==> src/rtl/cint_sequencer.sv <==
// Interrupt-acknowledge microsequencer: counts XPT through NMI/IM1 (12 steps) or IM2 (18 steps)
// and decodes each step into bus and register strobes. IM2 vector fetch is built only with CINT_IM2_EN.
module cint_sequencer #(
  parameter int          XPT_W   = 5,
  parameter logic [15:0] RST_VEC = 16'h0038,
  parameter logic [15:0] NMI_VEC = 16'h0066
) (
  input  logic             CLK,
  input  logic             RESET,
  input  logic             INT_REQ,
  input  logic             NMI_REQ,
  input  logic [1:0]       IM,
  input  logic             TWAIT,
  input  logic [7:0]       I_REG,
  input  logic [7:0]       R_REG,
  input  logic [15:0]      PC_IN,
  input  logic [15:0]      SP_IN,
  input  logic [7:0]       DIN,
  output logic [XPT_W-1:0] XPT,
  output logic             BUSY,
  output logic [15:0]      ADDR,
  output logic [7:0]       DOUT,
  output logic             M1,
  output logic             MREQ,
  output logic             IORQ,
  output logic             RD,
  output logic             WR,
  output logic             RFSH,
  output logic             INC_R,
  output logic             DEC_SP,
  output logic             PC_LOAD,
  output logic [15:0]      PC_NEXT,
  output logic             DONE
);

`ifdef CINT_IM2_EN
  localparam int MAX_STEP = 18;
`else
  localparam int MAX_STEP = 12;
`endif

  logic [XPT_W-1:0] xpt_q, xpt_d;
  logic             nmi_q, nmi_d;
  logic [7:0]       vec_q, vec_d;
  logic             im2;
  logic [MAX_STEP:0] s;
  logic             wait_step, final_step, advance;

`ifdef CINT_IM2_EN
  logic       im2_q, im2_d;
  logic [7:0] tgt_q, tgt_d;
  assign im2 = im2_q;
`else
  assign im2 = 1'b0;
`endif

  logic unused_bits;
  assign unused_bits = ^{IM, vec_q};

  // One-hot view of the step counter; s[0] is idle.
  always_comb begin
    for (int n = 0; n <= MAX_STEP; n++) s[n] = (int'(xpt_q) == n);
  end

  always_comb begin
    wait_step = s[3] | s[8] | s[11];
    final_step = s[12];
`ifdef CINT_IM2_EN
    wait_step = wait_step | (im2 & (s[15] | s[18]));
    final_step = im2 ? s[18] : s[12];
`endif
    advance = !(wait_step && TWAIT);
  end

  // State register
  always_ff @(posedge CLK or posedge RESET) begin
    if (RESET) begin
      xpt_q <= '0;
      nmi_q <= 1'b0;
      vec_q <= 8'h00;
`ifdef CINT_IM2_EN
      im2_q <= 1'b0;
      tgt_q <= 8'h00;
`endif
    end else begin
      xpt_q <= xpt_d;
      nmi_q <= nmi_d;
      vec_q <= vec_d;
`ifdef CINT_IM2_EN
      im2_q <= im2_d;
      tgt_q <= tgt_d;
`endif
    end
  end

  // Next-state logic
  always_comb begin
    xpt_d = xpt_q;
    nmi_d = nmi_q;
    vec_d = vec_q;
`ifdef CINT_IM2_EN
    im2_d = im2_q;
    tgt_d = tgt_q;
`endif
    if (s[0]) begin
      if (NMI_REQ) begin
        xpt_d = XPT_W'(1);
        nmi_d = 1'b1;
`ifdef CINT_IM2_EN
        im2_d = 1'b0;
`endif
      end else if (INT_REQ) begin
        xpt_d = XPT_W'(1);
        nmi_d = 1'b0;
`ifdef CINT_IM2_EN
        im2_d = (IM == 2'd2);
`endif
      end
    end else if (advance) begin
      xpt_d = final_step ? '0 : xpt_q + XPT_W'(1);
      if (s[3]) vec_d = DIN;
`ifdef CINT_IM2_EN
      if (s[15]) tgt_d = DIN;
`endif
    end
  end

  // Output decode
  always_comb begin
    ADDR = 16'h0000; DOUT = 8'h00; M1 = 1'b0; MREQ = 1'b0; IORQ = 1'b0; RD = 1'b0;
    WR = 1'b0; RFSH = 1'b0; INC_R = 1'b0; DEC_SP = 1'b0; PC_LOAD = 1'b0; DONE = 1'b0;
    PC_NEXT = 16'h0000;
    if (s[1] | s[2] | s[3]) begin
      ADDR = PC_IN;
      M1   = 1'b1;
      if (nmi_q) begin
        MREQ = s[3];
        RD   = s[3];
      end else begin
        IORQ = s[2] | s[3];
        RD   = s[3];
      end
    end
    if (s[4] | s[5]) begin
      ADDR  = {I_REG, R_REG};
      RFSH  = 1'b1;
      MREQ  = s[4];
      INC_R = s[5];
    end
    if (s[6]) DEC_SP = 1'b1;
    if (s[7] | s[8] | s[9]) begin
      ADDR   = SP_IN;
      DOUT   = PC_IN[15:8];
      MREQ   = s[7] | s[8];
      WR     = s[8];
      DEC_SP = s[9];
    end
    if (s[10] | s[11] | s[12]) begin
      ADDR = SP_IN;
      DOUT = PC_IN[7:0];
      MREQ = s[10] | s[11];
      WR   = s[11];
    end
`ifdef CINT_IM2_EN
    if (im2 && (s[13] | s[14] | s[15])) begin
      ADDR = {I_REG, vec_q[7:1], 1'b0};
      MREQ = s[13] | s[14];
      RD   = s[14];
    end
    if (im2 && (s[16] | s[17] | s[18])) begin
      ADDR = {I_REG, vec_q[7:1], 1'b1};
      MREQ = s[16] | s[17];
      RD   = s[17];
    end
`endif
    if (final_step && advance) begin
      PC_LOAD = 1'b1;
      DONE    = 1'b1;
`ifdef CINT_IM2_EN
      PC_NEXT = nmi_q ? NMI_VEC : (im2 ? {DIN, tgt_q} : RST_VEC);
`else
      PC_NEXT = nmi_q ? NMI_VEC : RST_VEC;
`endif
    end
  end

  assign XPT  = xpt_q;
  assign BUSY = |xpt_q;

endmodule

==> config.mk <==
export PLATFORM = sky130hd
export DESIGN_NAME = cint_sequencer
export DESIGN_NICKNAME = d
export VERILOG_FILES = /design/src/rtl/cint_sequencer.sv
export SDC_FILE = /design/constraint.sdc
export NUM_CORES = 1
export LEC_CHECK = 0
export ABC_AREA = 1
export CORE_AREA = 5 5 101 56
export DETAILED_ROUTE_END_ITERATION = 7
export DIE_AREA = 0 0 106 61
export GPL_TIMING_DRIVEN = 0
export PLACE_DENSITY = 0.85
export SLEW_MARGIN = 40
export SYNTH_ARGS = -nofsm -noshare
export SYNTH_HDL_FRONTEND = slang
export SYNTH_SLANG_ARGS = --single-unit
export TNS_END_PERCENT = 20
==> constraint.sdc <==
create_clock -name CLK -period 1.9 [get_ports CLK]
set_input_delay 0.475 -clock CLK [delete_from_list [all_inputs] [get_ports CLK]]
set_output_delay 0.475 -clock CLK [all_outputs]
set_load 0.02 [all_outputs]
==> metrics.cfg, run 1 <==
[layout]
layout.nets = 432
fin_cells = 424
antenna_cells = 0
layout_common_cells = nand2_1 (59), clkdlybuf4s50_1 (55), buf_4 (49)
drive_gt1_frac = 0.467
fin_util = 0.644
area_growth_pct = 141
mostFrequentLayoutCell = nand2_1

[worst_setup_path]
cp_cell_sequence = inv_4, ha_4, inv_4, nor2_4, nand2_2, buf_6, nand3_4, nor2_4, buf_6, nor2_4, nor2_2, buf_6
crit_cells = 12
path_buf_inv = 5
start_kind = flip-flop
crit_type = flip-flop to output port
crit_arrival_ps = 1940
crit_family = simple AND/OR/NAND/NOR gates
cp_slowest_cell = dfrtp_2
cpPeakStageDelay_ps = 450
r2r_cells = 12
path_max_fanout = 6
cp.required_ps = 1420
crit_path_end_kind = output port

[global_routing]
grt_max_degree = 11
grt_pass1_vias = 1895
antenna_found_initial = 0
overflow = 0
grt_pass1_wl_um = 9530
gr-usage-all-layers = 0.186

[clock_network]
cts_tree = built
cts_made_buffers = 3
cts.path.max_buffers = 2
clk_pin_slew_worst_paths_ps = 40
holdBufCountCts = 0
htree_num_levels = 1
clock_latency_ps = 230
clock_tree.root_cell = clkbuf_8
clkSinkCount = 6

[place]
port_buffers = 98
dp_cells = 402
hpwl_um = 4690
finalWeightedCongestion = 0.888

[power_and_ir_drop]
switching_share = 0.540
p_seq_frac = 0.050
leakage_nw = 1.46
power_w = 0.00697
clkPwrFrac = 0.030
power.density_nw_per_um2 = 2310
p_sw_w = 0.00377
ir_drop_v = 0.00112
combPwrFrac = 0.920
p_int_w = 0.00320

[sta]
worst_clock_skew_ps = 2.59
slew_headroom = 0.637
slew_viol_final = 0
rsz0062_at_grt = yes
timing.fmax_mhz = 413
period_needed_ps = 2420
worst_slew_pin_slew_ps = 538
finalHoldViolations = 0
setup_slack_ps = -519
setup_viol_count_final = 40
post-route-period-util = 1.27

[drt]
avgRoutedWirePerCell_um = 15.5
vias = 1930
drt-initial-drc-count = 118
dr.pass1.iters = 6
final_antenna_net_count = 0
wl_um = 6560
post-route-drc-count = 0
via_per_inst = 4.55

[flow_run]
drv_cap = 0

[logic_synthesis]
synth.distinct_cells = 25
syn-cell-area_um2 = 1250
syn_inst = 235
seq_area_frac_synth = 0.120
ys_seq_elements = 6
yosys_warnings = 0
synth.avg_cell_area_um2 = 5.32

[die]
die-area_um2 = 6470
row_count = 18
die_h_um = 61
ios = 119
start_util = 0.267
die_x_um = 106
core_area_um2 = 4680

[run_status]
violations = setup timing
status = finished with violations

[min_path]
hold_path.class = input pin to asynchronous set/reset pin

cell usage after synthesis:
library cell,n,area [um^2]
nand2_4,1,11.3
nor2_4,2,22.5
a22o_1,1,8.76
nor2_2,2,12.5
nor2_1,59,221
xor2_1,2,17.5
nand2_2,4,25.0
ha_1,4,50.1
clkinv_1,1,3.75
buf_2,2,10.0
nand3_1,29,145
dfrtp_1,6,150
nand2_1,73,274
inv_4,1,6.26
inv_2,3,11.3
buf_6,2,22.5
buf_4,16,120
conb_1,1,3.75
inv_1,14,52.6
nor3_1,1,5.00
nand2_8,1,20.0
a21oi_1,2,10.0
o21ai_0,6,30.0
nand3_2,1,10.0
o211ai_1,1,7.51
per-layer routing:
layer	vias to the layer above	wire length, um	GRT usage
met5	-	0	0
li1	975	-	-
met4	0	30	0.0351
met1	868	2870	0.251
met3	4	432	0.0298
met2	83	3230	0.325
layout make-up:
| class | instances | area [um^2] |
|---|---|---|
| well taps | 60 | 75.1 |
| multi-input cells | 199 | 1320 |
| clock buffers | 4 | 45.0 |
| inverters | 19 | 95.1 |
| plain buffers | 20 | 180 |
| fillers | 386 | 1670 |
| repair buffers | 116 | 1140 |
| flip-flops and latches | 6 | 155 |
kinds of logic after synthesis:
group,Yosys count,synth area share
adders and majority gates,4,0.0400
other,1,0.00300
buffers and inverters,39,0.181
AOI/OAI and AO/OA,10,0.0450
and+or+nand+nor,173,0.597
DFF,6,0.120
xor gates and xnor gates,2,0.0140
per-stage QoR:
stage	area, um^2	worst slack (ps)	setup TNS [ps]	hold WS, ps
CTS	2800	-502	-12370	483
detailed placement	2500	-965	-25660	581
global placement	2500	-947	-24640	570
global route	3020	-611	-17170	504
floorplan	1450	-248	-4680	266
finish	3020	-519	-14120	489
registers in the layout, summed over array words and instances (netlist names):
register and cells:
nmi_q 1, XPT 5
worst paths after layout:
| check | slack (ps) | to | start |
|---|---|---|---|
| setup / recovery | -520 | ADDR[0] | XPT[1]$_DFFE_PP0P_ |
| hold / removal | 490 | XPT[2]$_DFFE_PP0P_ | RESET |
| setup reg to reg | 210 | XPT[0]$_DFFE_PP0P_ | XPT[0]$_DFFE_PP0P_ |
| hold reg to reg | 670 | nmi_q$_DFFE_PP0P_ | nmi_q$_DFFE_PP0P_ |
| max in group asynchronous | 1170 | XPT[4]$_DFFE_PP0P_ | RESET |
| min in group CLK | 670 | nmi_q$_DFFE_PP0P_ | nmi_q$_DFFE_PP0P_ |
power groups by stage:
stage	logic [W]	clock network [W]	registers, W
after global placement	0.00503	0	0.000301
after floorplan	0.00318	0	0.000341
after detailed placement	0.00508	0	0.000306
after global routing	0.00682	0.000219	0.000356
final	0.00641	0.000208	0.000351
after CTS	0.00571	0.000212	0.000320
what timing repair did:
item	CTS	global route
resized for setup	240	54
pin swaps	12	8
gates cloned	1	1
buffers inserted	14	2
setup endpoints to repair	41	42
(Power assumes the default switching activity.)
==> inputs of run 2 (changes only) <==
--- a/config.mk
+++ b/config.mk
@@ -6,9 +6,10 @@
 export NUM_CORES = 1
 export LEC_CHECK = 0
 export ABC_AREA = 1
-export CORE_AREA = 5 5 101 56
+export ABC_CLOCK_PERIOD_IN_PS = 1900
+export CORE_AREA = 5 5 93 60
 export DETAILED_ROUTE_END_ITERATION = 7
-export DIE_AREA = 0 0 106 61
+export DIE_AREA = 0 0 98 65
 export GPL_TIMING_DRIVEN = 0
 export PLACE_DENSITY = 0.85
 export SLEW_MARGIN = 40
==> metrics.cfg, run 2 (same netlist as run 1, synthesis figures left out) <==
[run_status]
status = finished with violations  ; unchanged
violations = setup timing  ; unchanged

[worst_setup_path]
crit_type = flip-flop to output port  ; unchanged
r2r_slack_ps = 180  ; was 210 ps
cp_cell_sequence = ha_4, nand2_4, nand2_4, nand2_4, nand2_8, nor2_4, buf_8, nor2_4, nor2_4, buf_6  ; was inv_4, ha_4, inv_4, nor2_4, nand2_2, buf_6, nand3_4, nor2_4, buf_6, nor2_4, nor2_2, buf_6
r2r_cells = 12  ; unchanged
cpPeakStageDelay_ps = 470  ; was 450 ps
crit_arrival_ps = 1940  ; about the same
crit_path_end_kind = output port  ; unchanged
cp_slowest_cell = dfrtp_2  ; unchanged
path_max_fanout = 5  ; was 6
start_kind = flip-flop  ; unchanged
cp.required_ps = 1420  ; about the same

[power_and_ir_drop]
power.density_nw_per_um2 = 2340  ; was 2310 nW/um^2
switching_share = 0.537  ; was 0.540
p_seq_frac = 0.047  ; was 0.050
clkPwrFrac = 0.029  ; was 0.030
combPwrFrac = 0.924  ; was 0.920
leakage_nw = 1.58  ; was 1.46 nW
ir_drop_v = 0.000976  ; was 0.00112 V
p_int_w = 0.00348  ; was 0.00320 W
p_sw_w = 0.00403  ; was 0.00377 W

[sta]
timing.fmax_mhz = 413  ; about the same
slew_headroom = 0.655  ; was 0.637
slew_viol_final = 0  ; unchanged
worst_clock_skew_ps = 3.60  ; was 2.59 ps
finalHoldViolations = 0  ; unchanged
setup_slack_ps = -519  ; about the same
finalSetupTns_ps = -14820  ; was -14,120 ps
setup_viol_count_final = 40  ; unchanged
rsz0062_at_grt = yes  ; unchanged
post-route-period-util = 1.27  ; about the same
worst_slew_pin_slew_ps = 512  ; was 538 ps
period_needed_ps = 2420  ; about the same

[layout]
layout.nets = 447  ; was 432
area_growth_pct = 156  ; was 141%
multi_input_area_um2 = 1390  ; was 1320 um^2
layout_common_cells = clkdlybuf4s50_1 (55), nand2_1 (54), buf_4 (53)  ; was nand2_1 (59), clkdlybuf4s50_1 (55), buf_4 (49)
antenna_cells = 0  ; unchanged
fill_cells = 369  ; was 386
mostFrequentLayoutCell = clkdlybuf4s50_1  ; was nand2_1
drive_gt1_frac = 0.512  ; was 0.467
regArea_um2 = 156  ; was 155 um^2
largest_reg_flops = 5  ; unchanged

[drt]
final_antenna_net_count = 0  ; unchanged
drt-initial-drc-count = 168  ; was 118
wl_um = 7410  ; was 6560 um
avgRoutedWirePerCell_um = 16.6  ; was 15.5 um
via_per_inst = 4.84  ; was 4.55
post-route-drc-count = 0  ; unchanged
vias = 2156  ; was 1,930
dr.pass1.iters = 4  ; was 6

[die]
start_util = 0.262  ; was 0.267
core_area_um2 = 4780  ; was 4680 um^2
row_count = 20  ; was 18
die_h_um = 65  ; was 61 um
die_x_um = 98  ; was 106 um
die-area_um2 = 6370  ; was 6470 um^2
ios = 119  ; unchanged

[global_routing]
overflow = 0  ; unchanged
grt_max_degree = 11  ; unchanged
gr-usage-all-layers = 0.198  ; was 0.186
antenna_found_initial = 0  ; unchanged
grt_pass1_vias = 2094  ; was 1,895
grt_pass1_wl_um = 10100  ; was 9530 um

[flow_run]
drv_cap = 0  ; unchanged

[clock_network]
clock_tree.root_cell = clkbuf_8  ; unchanged
cts_made_buffers = 3  ; unchanged
clkSinkCount = 6  ; unchanged
holdBufCountCts = 0  ; unchanged
htree_num_levels = 1  ; unchanged
cts.path.max_buffers = 2  ; unchanged
clk_pin_slew_worst_paths_ps = 40  ; about the same
clock_latency_ps = 230  ; about the same
cts_tree = built  ; unchanged

[place]
finalWeightedCongestion = 0.786  ; was 0.888
hpwl_um = 4600  ; was 4690 um
dp_slack_ps = -949  ; was -965 ps
port_buffers = 98  ; unchanged

[min_path]
hold_path.class = input pin to asynchronous set/reset pin  ; unchanged

==> run 2: cell count changes in the layout (fill, tap and decap cells not counted), moves of 4 or more <==
cell / previous run / this run
buf_6: 20 / 30
nand2_4: 5 / 11
nand2_1: 59 / 54
nor2_4: 35 / 40
buf_4: 49 / 53
nor2_2: 9 / 5
==> run 2: path summary, 6_finish.rpt <==
check	start	to
worst max register to register	XPT[0]$_DFFE_PP0P_	XPT[1]$_DFFE_PP0P_
worst min-delay path	RESET	XPT[0]$_DFFE_PP0P_
worst min register to register	nmi_q$_DFFE_PP0P_	nmi_q$_DFFE_PP0P_
max in group asynchronous	RESET	XPT[4]$_DFFE_PP0P_
min in group CLK	nmi_q$_DFFE_PP0P_	nmi_q$_DFFE_PP0P_
worst max-delay path	XPT[0]$_DFFE_PP0P_	ADDR[8]
==> run 2: timing repair <==
action / CTS / global route
gates resized for setup: 271 / 62
endpoints found under the setup margin: 41 / 42
buffers inserted: 25 / 8
gates cloned: 2 / 0
pin swaps: 27 / 24
==> run 2: layout make-up <==
cell class,instances,area share
sequential,6,0.0488
tap,66,0.0258
buffer,19,0.0507
clock buffer,4,0.0141
timing repair buffer,132,0.398
inverter,19,0.0289
multi-input combinational,199,0.434
==> run 2: through the flow <==
stage                     utilization  total power [W]  hold slack [ps]  cell area [um^2]  cells
after floorplan                     -          0.00352              266              1450    244
after global placement          0.525          0.00529              568              2510    408
after detailed placement        0.525          0.00538              592              2510    408
after CTS                       0.632          0.00684              489              3020    439
after global routing            0.671          0.00789              524              3210    445
final                           0.671          0.00751              504              3210    445
==> run 2: power by group through the flow <==
stage,clock network (W),registers [W],logic (W)
floorplan,0,0.000341,0.00318
global placement,0,0.000299,0.00499
detailed placement,0,0.000302,0.00507
CTS,0.000214,0.000331,0.00629
global route,0.000219,0.000365,0.00730
finish,0.000216,0.000357,0.00694
==> run 2: critical path: cells and delay by family (launching register included) <==
family | cells | cell delay (ps)
and+or+nand+nor | 7 | 690
DFF | 1 | 470
buffers and inverters | 2 | 320
adders and majority gates | 1 | 210
==> run 2: routing by layer <==
metal  vias up  GRT usage  part of all wire
li1        991          -                 -
met1      1033      0.241              0.39
met2       113      0.360              0.53
met3        19     0.0323             0.059
met4         0     0.0553             0.023
met5         -          0                 0
==> inputs of run 3 (changes only) <==
--- a/config.mk
+++ b/config.mk
@@ -16,4 +16,3 @@
 export SYNTH_ARGS = -nofsm -noshare
 export SYNTH_HDL_FRONTEND = slang
 export SYNTH_SLANG_ARGS = --single-unit
-export TNS_END_PERCENT = 20
==> metrics.cfg, run 3 (same netlist as run 1, synthesis figures left out) <==
[layout]
mostFrequentLayoutCell = clkdlybuf4s50_1  ; unchanged
drive_gt1_frac = 0.518  ; was 0.512
multi_input_area_um2 = 1330  ; was 1390 um^2
regArea_um2 = 156  ; unchanged
largest_reg_flops = 5  ; unchanged
layout_common_cells = clkdlybuf4s50_1 (55), nand2_1 (51), buf_4 (42)  ; was clkdlybuf4s50_1 (55), nand2_1 (54), buf_4 (53)
antenna_cells = 0  ; unchanged
design_area_um2 = 3130  ; was 3210 um^2
area_growth_pct = 150  ; was 156%
layout.nets = 439  ; was 447
fill_cells = 367  ; was 369

[die]
die_x_um = 98  ; unchanged
start_util = 0.262  ; unchanged
die_h_um = 65  ; unchanged
die-area_um2 = 6370  ; unchanged
ios = 119  ; unchanged
core_area_um2 = 4780  ; unchanged
row_count = 20  ; unchanged

[sta]
setup_viol_count_final = 42  ; was 40
finalHoldViolations = 0  ; unchanged
slew_headroom = 0.582  ; was 0.655
whs_ps = 479  ; was 504 ps
setup_slack_ps = -595  ; was -519 ps
period_needed_ps = 2500  ; was 2420 ps
post-route-period-util = 1.31  ; was 1.27
worst_clock_skew_ps = 4.48  ; was 3.60 ps
slew_viol_final = 0  ; unchanged
timing.fmax_mhz = 401  ; was 413 MHz
worst_slew_pin_slew_ps = 621  ; was 512 ps
finalSetupTns_ps = -14360  ; was -14,820 ps
rsz0062_at_grt = yes  ; unchanged

[clock_network]
htree_num_levels = 1  ; unchanged
cts.path.max_buffers = 2  ; unchanged
clock_tree.root_cell = clkbuf_8  ; unchanged
cts_made_buffers = 3  ; unchanged
clock_latency_ps = 230  ; about the same
clk_pin_slew_worst_paths_ps = 40  ; about the same
cts_tree = built  ; unchanged
holdBufCountCts = 0  ; unchanged
clkSinkCount = 6  ; unchanged

[worst_setup_path]
r2r_start = XPT[1]$_DFFE_PP0P_  ; was XPT[0]$_DFFE_PP0P_
crit_arrival_ps = 2020  ; was 1940 ps
crit_type = flip-flop to output port  ; unchanged
cp.required_ps = 1420  ; about the same
path_max_fanout = 10  ; was 5
cp_slowest_cell = dfrtp_2  ; unchanged
r2r_slack_ps = -10  ; was 180 ps
start_kind = flip-flop  ; unchanged
crit_path_end_kind = output port  ; unchanged
cpPeakStageDelay_ps = 460  ; was 470 ps
cp_cell_sequence = buf_6, ha_4, inv_2, nor2_2, nand2_2, inv_1, nor2_4, nand2_8, buf_12, nor2_2, nor2_4, buf_4  ; was ha_4, nand2_4, nand2_4, nand2_4, nand2_8, nor2_4, buf_8, nor2_4, nor2_4, buf_6
cp-startpoint = XPT[0]$_DFFE_PP0P_  ; unchanged

[power_and_ir_drop]
leakage_nw = 1.52  ; was 1.58 nW
ir_drop_v = 0.000840  ; was 0.000976 V
switching_share = 0.533  ; was 0.537
power_w = 0.00712  ; was 0.00751 W
p_int_w = 0.00332  ; was 0.00348 W
combPwrFrac = 0.921  ; was 0.924
p_seq_frac = 0.049  ; was 0.047
power.density_nw_per_um2 = 2270  ; was 2340 nW/um^2
p_sw_w = 0.00380  ; was 0.00403 W
clkPwrFrac = 0.030  ; was 0.029

[flow_run]
drv_cap = 0  ; unchanged

[drt]
via_per_inst = 4.58  ; was 4.84
drt-initial-drc-count = 174  ; was 168
final_antenna_net_count = 0  ; unchanged
wl_um = 6730  ; was 7410 um
vias = 2000  ; was 2,156
post-route-drc-count = 0  ; unchanged
dr.pass1.iters = 4  ; unchanged
avgRoutedWirePerCell_um = 15.4  ; was 16.6 um

[global_routing]
grt_max_degree = 11  ; unchanged
antenna_found_initial = 0  ; unchanged
overflow = 0  ; unchanged
gr-usage-all-layers = 0.182  ; was 0.198
grt_pass1_vias = 1944  ; was 2,094
grt_pass1_wl_um = 9380  ; was 10,100 um

[min_path]
hold_path.class = input pin to asynchronous set/reset pin  ; unchanged

[place]
finalWeightedCongestion = 0.852  ; was 0.786
port_buffers = 98  ; unchanged
dp_slack_ps = -966  ; was -949 ps
hpwl_um = 4470  ; was 4600 um
placed_area_um2 = 2540  ; was 2510 um^2

[run_status]
status = finished with violations  ; unchanged
violations = setup timing  ; unchanged

-- run 3: changes by cell type in the layout (fill, tap and decap cells not counted), moves of 2 or more --
cell / change
nand2_1: -3
nand2_2: +7
nor2_1: -3
nor2_2: +17
inv_4: -2
buf_6: +4
nor2_4: -14
clkbuf_2: -2
buf_4: -11
nand2_4: -4
-- run 3: worst max-delay path, delay by kind of cell (launching register included) --
family / cells / cell delay [ps]
fa+ha+maj: 1 / 150
buf+inv: 5 / 590
flops: 1 / 460
simple gates: 6 / 590
-- run 3: power by group through the flow --
stage               registers, W  clock network, W  logic (W)
floorplan               0.000341                 0    0.00328
global placement        0.000299                 0    0.00510
detailed placement      0.000302                 0    0.00518
CTS                     0.000323          0.000215    0.00562
global route            0.000357          0.000228    0.00695
finish                  0.000349          0.000214    0.00656
-- run 3: final timing paths --
path	endpoint	cells after the start
worst max register to register	XPT[1]$_DFFE_PP0P_	14
max in group asynchronous	XPT[3]$_DFFE_PP0P_	2
worst max-delay path	ADDR[5]	12
worst min register to register	nmi_q$_DFFE_PP0P_	1
worst min-delay path	XPT[0]$_DFFE_PP0P_	2
min in group CLK	nmi_q$_DFFE_PP0P_	1
-- run 3: area by class of cell --
cell class                 instances  area share
inverter                          19      0.0280
multi-input combinational        199       0.424
timing repair buffer             124       0.402
clock buffer                       4      0.0144
buffer                            19      0.0559
sequential                         6      0.0499
tap                               66      0.0264
-- run 3: timing repair --
item                                   4_1_cts  5_1_grt
buffers inserted                            17        7
gates resized for setup                    264       55
setup endpoints to repair                   41       43
endpoints found under the hold margin        0        0
gates cloned                                 1        1
pin swaps                                    9       15
-- run 3: metrics by stage --
| step | utilization | cells |
|---|---|---|
| CTS | 0.598 | 429 |
| detailed placement | 0.532 | 408 |
| global placement | 0.532 | 408 |
| finish | 0.655 | 437 |
| floorplan | - | 244 |
| global route | 0.655 | 437 |
-- run 3: per-layer routing --
layer	wire (um)	share of wire	GRT usage
met1	2630	0.39	0.220
met2	3490	0.52	0.326
met3	466	0.069	0.0462
met4	138	0.021	0.0380
met5	0	0	0
